[src/rtl/and_gate_arbiter_pkg.sv]
// Shared types and helpers for the round-robin AND-datapath arbiter.
package and_gate_arbiter_pkg;

    typedef enum logic {
        ST_EMPTY = 1'b0,
        ST_FULL  = 1'b1
    } state_t;

    // Index width for a requester count; never narrower than one bit.
    function automatic int unsigned idw_f(input int unsigned n);
        return (n <= 2) ? 1 : $clog2(n);
    endfunction

endpackage

[src/rtl/and_gate_arbiter_and_gate.sv]
// Parameterized bitwise AND, the single shared logic unit.
module and_gate #(
    parameter int unsigned WIDTH = 8
) (
    input  logic [WIDTH-1:0] A,
    input  logic [WIDTH-1:0] B,
    output logic [WIDTH-1:0] Y
);

    assign Y = A & B;

endmodule

[src/rtl/and_gate_arbiter_rr_arbiter.sv]
// Combinational round-robin arbiter: searches from LAST+1 upward, modulo NREQ.
module rr_arbiter #(
    parameter int unsigned NREQ = 4,
    parameter int unsigned IDW  = 2
) (
    input  logic [NREQ-1:0] REQ_VALID,
    input  logic [IDW-1:0]  LAST,
    input  logic            CAN_GRANT,
    output logic [NREQ-1:0] GRANT,
    output logic [IDW-1:0]  WIN_ID
);

    always_comb begin
        int unsigned idx;
        logic [IDW-1:0] idx_l;
        logic found;
        GRANT  = '0;
        WIN_ID = '0;
        found  = 1'b0;
        idx    = 0;
        idx_l  = '0;
        for (int unsigned i = 1; i <= NREQ; i++) begin
            idx   = (32'(LAST) + i) % NREQ;
            idx_l = IDW'(idx);
            if (!found && REQ_VALID[idx_l]) begin
                found  = 1'b1;
                WIN_ID = idx_l;
            end
        end
        if (found && CAN_GRANT) begin
            GRANT[WIN_ID] = 1'b1;
        end
    end

endmodule

[src/rtl/and_gate_arbiter.sv]
// Round-robin sharing of one AND datapath among NREQ requesters,
// with a single-entry registered result buffer.
module and_gate_arbiter
    import and_gate_arbiter_pkg::*;
#(
    parameter int unsigned WIDTH = 8,
    parameter int unsigned NREQ  = 4,
    localparam int unsigned IDW  = idw_f(NREQ)
) (
    input  logic                  CLK,
    input  logic                  RSTn,
    input  logic [NREQ-1:0]       REQ_VALID,
    output logic [NREQ-1:0]       REQ_READY,
    input  logic [NREQ*WIDTH-1:0] REQ_A,
    input  logic [NREQ*WIDTH-1:0] REQ_B,
    output logic                  RSP_VALID,
    input  logic                  RSP_READY,
    output logic [WIDTH-1:0]      RSP_DATA,
    output logic [IDW-1:0]        RSP_ID,
    output logic                  BUSY
);

    state_t           state_q, state_d;
    logic [WIDTH-1:0] data_q, data_d;
    logic [IDW-1:0]   id_q, id_d;
    logic [IDW-1:0]   last_q, last_d;

    logic             can_grant;
    logic [NREQ-1:0]  grant;
    logic [IDW-1:0]   win_id;
    logic [WIDTH-1:0] op_a, op_b, and_y;
    logic             transfer;

    assign can_grant = (state_q == ST_EMPTY) || RSP_READY;

    rr_arbiter #(
        .NREQ (NREQ),
        .IDW  (IDW)
    ) u_rr_arbiter (
        .REQ_VALID (REQ_VALID),
        .LAST      (last_q),
        .CAN_GRANT (can_grant),
        .GRANT     (grant),
        .WIN_ID    (win_id)
    );

    // Operands only feed the result register, never an output directly.
    always_comb begin
        op_a = '0;
        op_b = '0;
        for (int unsigned i = 0; i < NREQ; i++) begin
            if (win_id == IDW'(i)) begin
                op_a = REQ_A[i*WIDTH +: WIDTH];
                op_b = REQ_B[i*WIDTH +: WIDTH];
            end
        end
    end

    and_gate #(
        .WIDTH (WIDTH)
    ) u_and_gate (
        .A (op_a),
        .B (op_b),
        .Y (and_y)
    );

    assign transfer = |grant;

    always_comb begin
        state_d = state_q;
        data_d  = data_q;
        id_d    = id_q;
        last_d  = last_q;
        if (transfer) begin
            state_d = ST_FULL;
            data_d  = and_y;
            id_d    = win_id;
            last_d  = win_id;
        end else if (state_q == ST_FULL && RSP_READY) begin
            state_d = ST_EMPTY;
        end
    end

    always_ff @(posedge CLK or negedge RSTn) begin
        if (!RSTn) begin
            state_q <= ST_EMPTY;
            data_q  <= '0;
            id_q    <= '0;
            last_q  <= IDW'(NREQ - 1);
        end else begin
            state_q <= state_d;
            data_q  <= data_d;
            id_q    <= id_d;
            last_q  <= last_d;
        end
    end

    assign REQ_READY = grant;
    assign RSP_VALID = (state_q == ST_FULL);
    assign RSP_DATA  = data_q;
    assign RSP_ID    = id_q;
    assign BUSY      = RSP_VALID;

endmodule
[config.mk]
export PLATFORM = sky130hd
export DESIGN_NAME = and_gate_arbiter
export DESIGN_NICKNAME = d
export VERILOG_FILES = /design/src/rtl/and_gate_arbiter_pkg.sv /design/src/rtl/and_gate_arbiter_and_gate.sv /design/src/rtl/and_gate_arbiter_rr_arbiter.sv /design/src/rtl/and_gate_arbiter.sv
export SDC_FILE = /design/constraint.sdc
export NUM_CORES = 1
export LEC_CHECK = 0
export BUFFER_PORTS_ARGS = -buffer_cell sky130_fd_sc_hd__buf_2
export CORE_MARGIN = 3
export CORE_UTILIZATION = 37
export DETAILED_ROUTE_END_ITERATION = 10
export PLACE_DENSITY = 0.8
export SETUP_SLACK_MARGIN = 0.3
export SLEW_MARGIN = 20
export SYNTH_ARGS = -nofsm -noshare
export SYNTH_HDL_FRONTEND = slang
export SYNTH_SLANG_ARGS = --single-unit
[constraint.sdc]
create_clock -name CLK -period 1.7 [get_ports CLK]
set_input_delay 0.085 -clock CLK [delete_from_list [all_inputs] [get_ports CLK]]
set_output_delay 0.085 -clock CLK [all_outputs]
set_load 0.01 [all_outputs]
# After elaboration in Yosys (flattened, before gate mapping)

Cells that the tools add are included.

Register bits after elaboration: 13
Input bits: 71
Output and inout port bits: 16
Word-level logic and storage cells: 61

Add/subtract/negate cells: 4
$lt $le $gt $ge: 6
Eq/ne operators: 3
Mux-type cells: 29
Bitwise gates (word level): 2
Reduce and logical (&&, ||, !) cells: 13

Operators by type and width:

| cell                  | number |
|---|---|
| $mux W8               | 8 |
| $lt A2 B3 Y1 const B  | 5 |
| $mux W1               | 11 |
| $and A8 B8 Y8         | 1 |
| $bmux W1 S2           | 4 |
| $mux W2               | 4 |
| $logic_and A1 B1 Y1   | 6 |
| $add A2 B1 Y2 const B | 2 |
| $add A2 B2 Y2 const B | 2 |
| $eq A2 B2 Y1 const B  | 2 |
| $mux W4               | 1 |
| $reduce_or A4 Y1      | 1 |
| $logic_not A1 Y1      | 3 |
| $demux W1 S2          | 1 |
| $eq A2 B1 Y1 const B  | 1 |
| $ge A2 B1 Y1 const B  | 1 |
| $logic_not A2 Y1      | 1 |
| $reduce_bool A2 Y1    | 1 |
| $logic_or A1 B1 Y1    | 1 |
| $not A1 Y1            | 1 |

# Longest topological paths before layout

Depth after elaboration: 20
Gate-level depth with buffers: 6
Mapped depth without buffers: 5

# By module

A second synthesis with hierarchy kept.

Cells, all modules: 76
Area total of the unflattened synthesis: 1146.1 µm²

By module, submodules not included:

| module           | instances | cells each | area an instance (µm²) | sequential area each (µm²) |
|---|---|---|---|---|
| and_gate_arbiter | 1         | 50         | 943.4                  | 327.8 |
| rr_arbiter       | 1         | 18         | 152.6                  | 0.0 |
| and_gate         | 1         | 8          | 50.0                   | 0.0 |

# Worst setup path after synthesis

OpenSTA, ideal clock, no wires.

Path type: register to output
Start: register last_q[1]
End: output port REQ_READY[0]
Data arrival time: 1.457 ns
Data required time: 1.615 ns
Slack: 0.158 ns
Cell stages (with the launch flop): 5
Path buffers: 0
Cells stage by stage: dfstp_2 mux2i_1 o21a_1 nand2_1 nor3_1

Longest elaborated chain between the ends: 18
Elaborated cells between the ends (all ways): 33
Classes of those cells: add/sub: 4; order compare: 2; mux: 19; reduce/logical: 8

RTL lines:

| item                                                                      | RTL line                          | text |
|---|---|---|
| start, declared                                                           | and_gate_arbiter.sv:26            | `logic [IDW-1:0] last_q, last_d;` |
| start signal, assigned                                                    | and_gate_arbiter.sv:89            | `last_q <= IDW'(NREQ - 1);` |
| start signal, assigned                                                    | and_gate_arbiter.sv:94            | `last_q <= last_d;` |
| $add A2 B1 Y2                                                             | and_gate_arbiter_rr_arbiter.sv:23 | `idx = (32'(LAST) + i) % NREQ;` |
| $bmux W1 S2                                                               | and_gate_arbiter_rr_arbiter.sv:25 | `if (!found && REQ_VALID[idx_l]) begin` |
| $mux W1 (implied by the code)                                             | and_gate_arbiter_rr_arbiter.sv:25 |  |
| $mux W1                                                                   | and_gate_arbiter_rr_arbiter.sv:25 |  |
| $logic_not A1 Y1                                                          | and_gate_arbiter_rr_arbiter.sv:25 |  |
| $logic_and A1 B1 Y1                                                       | and_gate_arbiter_rr_arbiter.sv:25 |  |
| $mux W1                                                                   | and_gate_arbiter_rr_arbiter.sv:25 |  |
| $logic_not A1 Y1                                                          | and_gate_arbiter_rr_arbiter.sv:25 |  |
| (+2 left out)                                                             | --                                |  |
| $logic_not A1 Y1                                                          | and_gate_arbiter_rr_arbiter.sv:25 |  |
| $logic_and A1 B1 Y1                                                       | and_gate_arbiter_rr_arbiter.sv:25 |  |
| $mux W2                                                                   | and_gate_arbiter_rr_arbiter.sv:25 |  |
| $lt A2 B3 Y1 (implied by the code) / $ge A2 B1 Y1 (equally long branches) | and_gate_arbiter_rr_arbiter.sv:31 | `GRANT[WIN_ID] = 1'b1;` |
| $logic_and A1 B1 Y1 (implied by the code)                                 | and_gate_arbiter_rr_arbiter.sv:31 |  |
| $mux W1 (implied by the code)                                             | and_gate_arbiter_rr_arbiter.sv:31 |  |
| $demux W1 S2                                                              | --                                |  |
| $mux W4 (*)                                                               | and_gate_arbiter_rr_arbiter.sv:30 | `if (found && CAN_GRANT) begin` |
| end, declared                                                             | and_gate_arbiter.sv:13            | `output logic [NREQ-1:0] REQ_READY,` |

Mark *: on every way between the ends. The rest lies on a longest branch, timed or not. The select of a mux whose other input is x is not followed.

# Worst setup path in the final report

Same ends and word-level chain as after synthesis.

==> summary.txt <==
Outcome
  – Outcome: finished, violations left
  – Failing checks: setup timing

Power and ir drop
  – Switching part of the total: 0.406
  – Power share of the clock group: 0.144
  – Internal power: 850 uW
  – Combinational power share: 0.553
  – Pleak: 0.000864 uW
  – Sw Pwr: 582 uW
  – Peak VDD IR: 0.725 mV
  – Sequential share of power: 0.302
  – Power per cell area: 803 nW/um^2

Setup path
  – Crit path cell chain: mux2i_2 -> o21a_2 -> nand2_2 -> nor3_2 -> buf_2
  – Setup crit end kind: output port
  – Critical path type: reg -> out
  – Worst path depth: 5
  – Startpoint type of the worst setup path: flip-flop
  – Worst EP required: 1.62 ns
  – CP Capture Point: REQ_READY[0]
  – Crit Path Max Fanout: 5
  – Worst flop-to-flop path startpoint: last_q[1]
  – RR Endpoint: RSP_DATA[3]
  – R2r setup slk: -0.01 ns
  – Worst Path Buf+Inv: 1
  – Reg2Reg Depth: 6
  – Max stage delay on crit path: 0.60 ns
  – Top cell family by delay on the critical path: flip-flops
  – Slowest cell on crit path: dfstp_2
  – Worst Path Arrival: 1.69 ns
  – Critical path origin: last_q[1]

Synth
  – Synthesized area per cell: 7.48 sq um
  – Synth Cell Area: 942 sq um
  – Seq cells post-synth: 13
  – Synth warn: 0
  – XOR/XNOR Fraction of Synth Area: 0
  – Top cell type's share of synthesized area: 0.292
  – Main synth FF type: dfrtp_1
  – Compound-cell area share of the yosys netlist: 0.360
  – Count leader, synth: nand2_1
  – Commonest cells in the synthesized netlist: nand2_1 (38), a21oi_1 (18), a31oi_1 (14)
  – Syn Nets: 197
  – Part of the Yosys area used for sequential elements: 0.348
  – Synth area leader: dfrtp_1
  – Synth unique cells: 27
  – Post-synth EDFFs: 0
  – Synth area leaders: dfrtp_1 (29%), nand2_1 (15%), a21oi_1 (9.6%), a31oi_1 (9.3%), dfstp_2 (5.6%)
  – Post-synthesis cell count: 126
  – Largest family of logic cells by synthesized area: compound AO/OA/AOI/OAI gates
  – Portion of netlist area occupied by mux cells: 0.0106
  – Async SR Flop Fraction: 1.00
  – Simple-gate share of the synthesized area: 0.238
  – Post-Synth Adder-Cell Area: 0

Floorplan
  – Num ports: 87
  – Starting Density: 0.406
  – Die H: 56.5 um
  – Die X: 56.5 um
  – Site Rows: 17
  – Core Region: 2320 sq um
  – Die area: 3190 sq um

Finish
  – Area delta synth->final: 89.2%
  – Layout Utilization: 0.769
  – Reg area: 328 sq um
  – Diodes inserted: 0
  – Multi-input gate area: 796 sq um
  – Share of cells above drive strength 1: 0.623
  – Fill count: 148
  – Design Area, Final: 1780 sq um
  – Final net count: 300

Min path
  – Hold Crit Class: in -> reg
  – HP Start: RSP_READY

Job
  – Max-Cap Viols: 0

Global route
  – Met1 usage: 0.326
  – Met3 Use GR: 0.0506
  – Vias in the first global route: 1428
  – Initial antenna violation count: 0
  – First-pass GRT wire length: 6.57 mm
  – Grt met2 use: 0.441
  – Remaining global-route overflow: 0
  – Largest net degree at the start of global routing: 14
  – Tot GR Track Use: 0.257
  – Global routing's busiest layer: met2

Route
  – DRT iter0 DRCs: 47
  – # DRC: 0
  – Final ANT Viol Nets: 0
  – Vias per cell: 5.58
  – Router iterations before antenna repair: 4
  – Total number of vias: 1429
  – WL per Instance: 16.5 um
  – WL final: 4.22 mm

STA
  – Final setup fails: 5
  – Tmin final: 1.78 ns
  – Skew final: 0.00350 ns
  – Measured slew at the worst slew-check pin: 0.583 ns
  – Max-slew violation count: 0
  – Setup tns final: -0.229 ns
  – Final cycle utilization of the critical path: 1.05
  – Achievable Freq: 562 MHz
  – Unrepaired setup endpoints after global routing: yes
  – Final worst setup slack: -0.0781 ns
  – Hold slack: 0.0682 ns
  – Hold Fails Final Rpt: 0
  – Rel. slew slack: 0.608

Clocking
  – Clk buf depth: 2
  – CTS H-tree depth: 1
  – Clk Latency, worst-skew pair: 0.29 ns
  – Reg clk slew, reported paths: 0.09 ns
  – TritonCTS buffer count: 3
  – CTS tree: yes
  – Clock sink count: 13
  – Root buf cell: clkbuf_4

Placed design
  – I/O Buffers: 86
  – Placer congestion estimate: 0.846
  – DPL Wire Length: 2.76 mm
  – Placed cell area: 1430 sq um
[worst reg2reg max path, cell delays in order, from the launching register on]
cell and delay [ns]:
dfstp_2 0.60, mux2i_2 0.27, o21a_2 0.18, nand2_2 0.08, buf_4 0.15, nand2_2 0.14, o221ai_1 0.15
[per-layer routing]
metal | wire (um) | vias up
met5 | 0 | -
met4 | 95 | 0
met3 | 268 | 8
met2 | 2250 | 73
met1 | 1600 | 677
li1 | - | 671
[timing repair]
item	in CTS	in global routing
resized for setup	33	7
setup endpoints to repair	16	14
pin swaps	15	6
hold endpoints to repair	13	0
cloned	0	0
hold buffers	1	0
buffers inserted	9	3
[worst min path at each step]
stage | to | slack, ns | depth (start not counted)
final | BUSY | 0.07 | 4
after global routing | BUSY | 0.09 | 4
after CTS | BUSY | 0.07 | 4
after detailed placement | RSP_ID[1] | -0.007 | 1
after global placement | RSP_ID[1] | -0.02 | 1
after floorplan | BUSY | -0.21 | 0
[flip-flops by register name (all words and copies together) (netlist names)]
signal / cells
RSP_DATA: 8
RSP_ID: 2
last_q: 2
BUSY: 1
[cells by family (layout without fill, tap and decap cells)]
family	after synthesis	after routing
AND/OR/NAND/NOR	52	52
buffers and inverters	7	109
AO/OA/AOI/OAI	53	53
flip-flops	13	13
multiplexers	1	1
[power groups by stage]
stage	clock (uW)	sequential [uW]	combinational, uW
6_report	207	433	792
5_1_grt	217	439	850
4_1_cts	206	426	730
3_5_place_dp	0	431	522
2_1_floorplan	0	451	282
3_3_place_gp	0	429	511
[area by class of cell]
class / instances / share of cell area
Clock buffer: 4 / 0.0147
Sequential cell: 13 / 0.184
Tap cell: 28 / 0.0196
Inverter: 2 / 0.00421
Multi-Input combinational cell: 106 / 0.446
Timing Repair Buffer: 103 / 0.331
[layout by cell type (no fill, tap or decap), drive strengths merged, types with 3 or more instances in the layout]
cell type / instances
dfrtp: 11
o211ai: 3
o21ai: 5
nand2: 38
a21oi: 18
clkbuf: 4
o21a: 3
nor3: 5
a31oi: 14
nor2: 4
buf: 102
o221ai: 5
[through the flow]
stage | cells | worst slack (ns) | total power [uW]
5_1_grt | 256 | -0.155 | 1510
6_report | 256 | -0.0781 | 1430
3_5_place_dp | 239 | 0.112 | 953
2_1_floorplan | 126 | 0.255 | 733
3_3_place_gp | 239 | 0.140 | 940
4_1_cts | 253 | -0.0559 | 1360
Power figures use the tool's default switching activity.
